File: config.mk
export PLATFORM = sky130hd
export DESIGN_NAME = bcd_seven_seg_scanner
export DESIGN_NICKNAME = d
export VERILOG_FILES = /design/src/rtl/bcd_seven_seg_scanner.sv
export SDC_FILE = /design/constraint.sdc
export NUM_CORES = 1
export LEC_CHECK = 0
export ABC_CLOCK_PERIOD_IN_PS = 5100
export CAP_MARGIN = 5
export CORE_MARGIN = 2
export CORE_UTILIZATION = 25
export DETAILED_ROUTE_END_ITERATION = 12
export PLACE_DENSITY_LB_ADDON = 0.12
export SYNTH_ARGS = -nofsm -noshare
export SYNTH_HDL_FRONTEND = slang
export SYNTH_SLANG_ARGS = --single-unit
File: constraint.sdc
create_clock -name clk -period 5.1 [get_ports clk]
set_input_delay 0.765 -clock clk [delete_from_list [all_inputs] [get_ports clk]]
set_output_delay 0.765 -clock clk [all_outputs]
set_load 0.05 [all_outputs]
File: src/rtl/bcd_seven_seg_scanner.sv
// Time-multiplexed driver for a three-digit common-anode seven-segment display.
// Holds a BCD value, scans ones/tens/hundreds at REFRESH_DIV cycles per digit, with optional leading-zero blanking.
module bcd_seven_seg_scanner #(
    parameter int REFRESH_DIV = 100000
) (
    input  logic        clk,
    input  logic        rst_n,
    input  logic [11:0] bcd,
    input  logic        bcd_valid,
    input  logic        blank_lz,
    input  logic        en,
    output logic [6:0]  seg,
    output logic [3:0]  an,
    output logic        dp
);

    localparam int CW = $clog2(REFRESH_DIV);
    localparam logic [CW-1:0] CNT_MAX = CW'(REFRESH_DIV - 1);

    logic [11:0]   held_q, held_d;
    logic [CW-1:0] cnt_q, cnt_d;
    logic [1:0]    idx_q, idx_d;
    logic [6:0]    seg_q, seg_d;
    logic [3:0]    an_q, an_d;
    logic          tick;
    logic [3:0]    digit;
    logic          blank_digit;

    // Segment patterns {g,f,e,d,c,b,a}, active-low; non-decimal nibbles show a dash.
    function automatic logic [6:0] encode(input logic [3:0] nib);
        case (nib)
            4'd0:    encode = 7'b1000000;
            4'd1:    encode = 7'b1111001;
            4'd2:    encode = 7'b0100100;
            4'd3:    encode = 7'b0110000;
            4'd4:    encode = 7'b0011001;
            4'd5:    encode = 7'b0010010;
            4'd6:    encode = 7'b0000010;
            4'd7:    encode = 7'b1111000;
            4'd8:    encode = 7'b0000000;
            4'd9:    encode = 7'b0010000;
            default: encode = 7'b0111111;
        endcase
    endfunction

    always_comb begin
        held_d = bcd_valid ? bcd : held_q;
        tick   = (cnt_q == CNT_MAX);
        cnt_d  = cnt_q;
        idx_d  = idx_q;
        if (en) begin
            cnt_d = tick ? '0 : cnt_q + 1'b1;
            if (tick) begin
                idx_d = (idx_q == 2'd2) ? 2'd0 : idx_q + 2'd1;
            end
        end

        case (idx_q)
            2'd0:    digit = held_q[3:0];
            2'd1:    digit = held_q[7:4];
            default: digit = held_q[11:8];
        endcase

        // Only a literal zero counts as leading; a dash nibble stops blanking.
        blank_digit = blank_lz &&
                      (((idx_q == 2'd2) && (held_q[11:8] == 4'd0)) ||
                       ((idx_q == 2'd1) && (held_q[11:8] == 4'd0) && (held_q[7:4] == 4'd0)));

        if (!en || blank_digit) begin
            an_d  = 4'b1111;
            seg_d = 7'b1111111;
        end else begin
            an_d  = ~(4'b0001 << idx_q);
            seg_d = encode(digit);
        end
    end

    always_ff @(posedge clk) begin
        if (!rst_n) begin
            held_q <= '0;
            cnt_q  <= '0;
            idx_q  <= 2'd0;
            an_q   <= 4'b1111;
            seg_q  <= 7'b1111111;
        end else begin
            held_q <= held_d;
            cnt_q  <= cnt_d;
            idx_q  <= idx_d;
            an_q   <= an_d;
            seg_q  <= seg_d;
        end
    end

    assign seg = seg_q;
    assign an  = an_q;
    assign dp  = 1'b1;

endmodule
==> results.py <==
metrics = {
    "hold_path": {
        "worstHoldStart": "cnt_q[16]",
        "worstHoldEndpoint": "cnt_q[16]",
        "hold-path-cell-count": 2,
        "hold_path_class": "register to register",
    },
    "synth": {
        "ys_seq_area_share_pct": 45.0,
        "synth_top_area_share_pct": 45.0,
        "avgSynthCellArea_um2": 9.11,
        "synthesized_instance_count": 205,
        "syn_area_um2": 1870,
        "synth_fp_nets": 226,
        "netlist.top_cell.by_area": "sky130_fd_sc_hd__dfxtp_1",
        "synthDistinctLibCells": 40,
        "number_of_flip_flops_and_latches_in_the_synthesized_netlist": 42,
        "synth_async_sr_flop_share_pct": 0,
        "yosysWarningCount": 0,
        "dominantRegCellSynth": "sky130_fd_sc_hd__dfxtp_1",
        "synth_edf_count": 0,
        "synth.area.top_cells": "sky130_fd_sc_hd__dfxtp_1, sky130_fd_sc_hd__mux2i_1, sky130_fd_sc_hd__nor2_1, sky130_fd_sc_hd__nand4_1, sky130_fd_sc_hd__xor2_1",
    },
    "final_layout": {
        "area.growth.synth_to_final_pct": 22.1,
        "layout_common_cells": "sky130_fd_sc_hd__dfxtp_1, sky130_fd_sc_hd__clkdlybuf4s50_1, sky130_fd_sc_hd__nor2_1, sky130_fd_sc_hd__mux2i_1, sky130_fd_sc_hd__nand2_1",
        "design.final.nets": 249,
        "n_antenna_cell": 0,
        "final_core_utilization_pct": 31.4,
        "layout.cells.non_filler": 327,
        "final_layout_size_suffix_gt1_share_pct": 4.39,
        "layout.cells.most_common": "sky130_fd_sc_hd__dfxtp_1",
    },
    "timing": {
        "fin_skew_ns": 0.00212,
        "rsz_0062_raised_after_global_routing": "false",
        "layout_worst_path_cycle_share_pct": 50.2,
        "fmax_ghz": 0.390,
        "maxSlewViolCount": 0,
        "worst_hold_slack_ns": 0.494,
        "maxSlewHeadroom_pct": 44.5,
        "final-hold-violation-count": 0,
        "fin_crit_period_ns": 2.56,
        "tightestPinTransition_ns": 0.829,
        "timing.final.ws_setup_ns": 2.54,
        "timing.final.setup_violations": 0,
        "final_layout_setup_total_negative_slack_ns": 0,
    },
    "floorplan": {
        "dieArea_um2": 8170,
        "floorplan.die.width_um": 90.4,
        "fp.coreArea_um2": 7250,
        "effective_utilization_at_floorplan_pct": 25.7,
        "rows": 31,
        "floorplan.die.height_um": 90.4,
        "io_pins": 29,
    },
    "clock_network": {
        "clk_latency_ns": 0.29,
        "clock_tree.htree_level_count": 2,
        "cts_num_sinks": 42,
        "cts-buffers-inserted": 5,
        "tritoncts": "built",
        "cts_setup_buffers": 0,
        "cts_hold_buffers": 0,
        "root_buffer": "sky130_fd_sc_hd__clkbuf_8",
        "clk_pin_slew_ns": 0.08,
        "postCtsResizedCells": 0,
        "clockBufferDepth": 2,
    },
    "worst_setup_path": {
        "timing.setup.critical_path_class": "input port to register",
        "worstPathBufferInverterCount": 2,
        "path_cells": "clkdlybuf4s50_1 > and4_1 > nand3_1 > o21ai_1 > buf_4 > a21oi_1",
        "critical_path.reg2reg.startpoint": "idx_q[1]",
        "rr_endpoint": "seg[6]",
        "critical_path_peak_fanout": 11,
        "reg2reg_slack_ns": 3.05,
        "crit_path_max_incr_delay_ns": 0.62,
        "timing.reg2reg.worst_path_depth": 4,
        "kind_of_cell_with_the_highest_combined_delay_on_the_critical_path": "buffers and inverters",
        "crit_required_ns": 5.28,
        "worstSetupEndpointType": "register",
        "critPathArrivalTime_ns": 2.74,
        "slowest_stage": "sky130_fd_sc_hd__clkdlybuf4s50_1",
        "critical_path.startpoint_type": "input port",
    },
    "route": {
        "dr.pass1.iters": 4,
        "detail_route.iter0.violations": 68,
        "dr_total_vias": 1478,
        "postRouteAntennaNets": 0,
        "wire_per_inst_um": 12.3,
        "drt-total-wl_um": 4020,
        "viasPerCell": 4.52,
        "drt_drc_violations_left": 0,
    },
    "job": {
        "drv.max_cap_violation_count": 0,
    },
    "global_route": {
        "gr-total-overflow": 0,
        "grt_first_pass_wirelength_um": 6870,
        "grt_max_degree": 18,
        "total_routing_usage_gr_pct": 10.4,
        "first_global_vias": 1401,
        "grt_antenna_before_repair": 0,
    },
    "placed_design": {
        "post-place-ws_ns": 2.20,
        "place.port_buffers": 27,
        "place.detailed.hpwl_um": 2930,
        "dpl.cell_count": 320,
        "final_gp_congestion": 0.718,
    },
    "outcome": {
        "run_status": "finished, final reports clean",
    },
    "power_and_ir_drop": {
        "p_per_area_nw_per_um2": 275,
        "irDropWorstVdd_mv": 0.0975,
        "leakage_power_of_the_design_nw": 0.823,
    },
}
==> synth_stat cells, types with 2 or more instances <==
master / number
sky130_fd_sc_hd__buf_2: 4
sky130_fd_sc_hd__nand2_1: 14
sky130_fd_sc_hd__or3_1: 4
sky130_fd_sc_hd__or4_1: 3
sky130_fd_sc_hd__a21oi_1: 7
sky130_fd_sc_hd__buf_6: 2
sky130_fd_sc_hd__nor2b_1: 2
sky130_fd_sc_hd__a211oi_1: 2
sky130_fd_sc_hd__xor2_1: 7
sky130_fd_sc_hd__o21ai_0: 8
sky130_fd_sc_hd__ha_1: 4
sky130_fd_sc_hd__nand4_1: 11
sky130_fd_sc_hd__mux2i_1: 17
sky130_fd_sc_hd__nor4_1: 4
sky130_fd_sc_hd__dfxtp_1: 42
sky130_fd_sc_hd__nand3_1: 8
sky130_fd_sc_hd__clkbuf_1: 4
sky130_fd_sc_hd__o21a_1: 5
sky130_fd_sc_hd__nor3_1: 3
sky130_fd_sc_hd__nor2_1: 25
sky130_fd_sc_hd__inv_1: 4
sky130_fd_sc_hd__o21ai_1: 3
sky130_fd_sc_hd__o31ai_1: 2
sky130_fd_sc_hd__xnor2_1: 4
==> layer usage <==
metal,vias to the layer above,share of wire [%],GRT usage [%]
met5,-,0,0
met4,0,1.7,4.62
met3,6,5.5,3.34
met2,29,40,14.8
met1,667,53,14.3
li1,776,-,-
==> sequential cells by signal, summed over array words and instances, names as in the netlist <==
| name | count |
|---|---|
| an | 4 |
| cnt_q | 17 |
| held_q | 12 |
| idx_q | 2 |
| seg | 7 |
==> power breakdown <==
part / internal, mW / switching, mW / leakage [nW] / total, mW
logic: 0.0321 / 0.0423 / 0.436 / 0.0744
registers: 0.339 / 0.00828 / 0.343 / 0.347
clock network: 0.0920 / 0.112 / 0.0438 / 0.204
==> worst max path at each step <==
stage | start | cells after the start | to | slack (ns)
6_report | en | 6 | cnt_q[15] | 2.54
5_1_grt | en | 6 | cnt_q[16] | 2.41
4_1_cts | en | 6 | cnt_q[15] | 2.53
3_5_place_dp | en | 6 | cnt_q[15] | 2.20
3_3_place_gp | en | 6 | cnt_q[9] | 2.29
2_1_floorplan | en | 7 | cnt_q[10] | 3.02
==> worst reg2reg max path, cell delays in order, from the launching register on <==
cell                       delay, ns
sky130_fd_sc_hd__dfxtp_1        0.62
sky130_fd_sc_hd__nor2b_1        0.13
sky130_fd_sc_hd__a21o_1         0.18
sky130_fd_sc_hd__a31oi_1        0.67
sky130_fd_sc_hd__o311ai_0       0.27
==> cell type report <==
| class | count | area (um^2) |
|---|---|---|
| clock buffers | 5 | 68.8 |
| repair buffers | 28 | 278 |
| fillers | 789 | 4970 |
| clock inverters | 2 | 10.0 |
| multi-input cells | 147 | 942 |
| well taps | 99 | 124 |
| flip-flops and latches | 42 | 841 |
| inverters | 4 | 15.0 |
==> metrics by stage <==
| step | area, um^2 | power (mW) |
|---|---|---|
| finish | 2280 | 0.626 |
| global route | 2280 | 0.659 |
| CTS | 2280 | 0.639 |
| detailed placement | 2200 | 0.430 |
| global placement | 2200 | 0.431 |
| floorplan | 1870 | 0.401 |
==> logic make-up after synthesis <==
| kind of cell | Yosys count | synth area share, % |
|---|---|---|
| buffers and inverters | 16 | 4.49 |
| adder cells (fa/ha/maj) | 4 | 2.68 |
| other | 1 | 0.201 |
| AO/OA/AOI/OAI | 32 | 10.5 |
| AND/OR/NAND/NOR | 82 | 22.8 |
| multiplexers | 17 | 9.12 |
| flip-flops | 42 | 45.0 |
| XOR/XNOR | 11 | 5.16 |
Note: power is estimated with default switching activity, not from simulation.
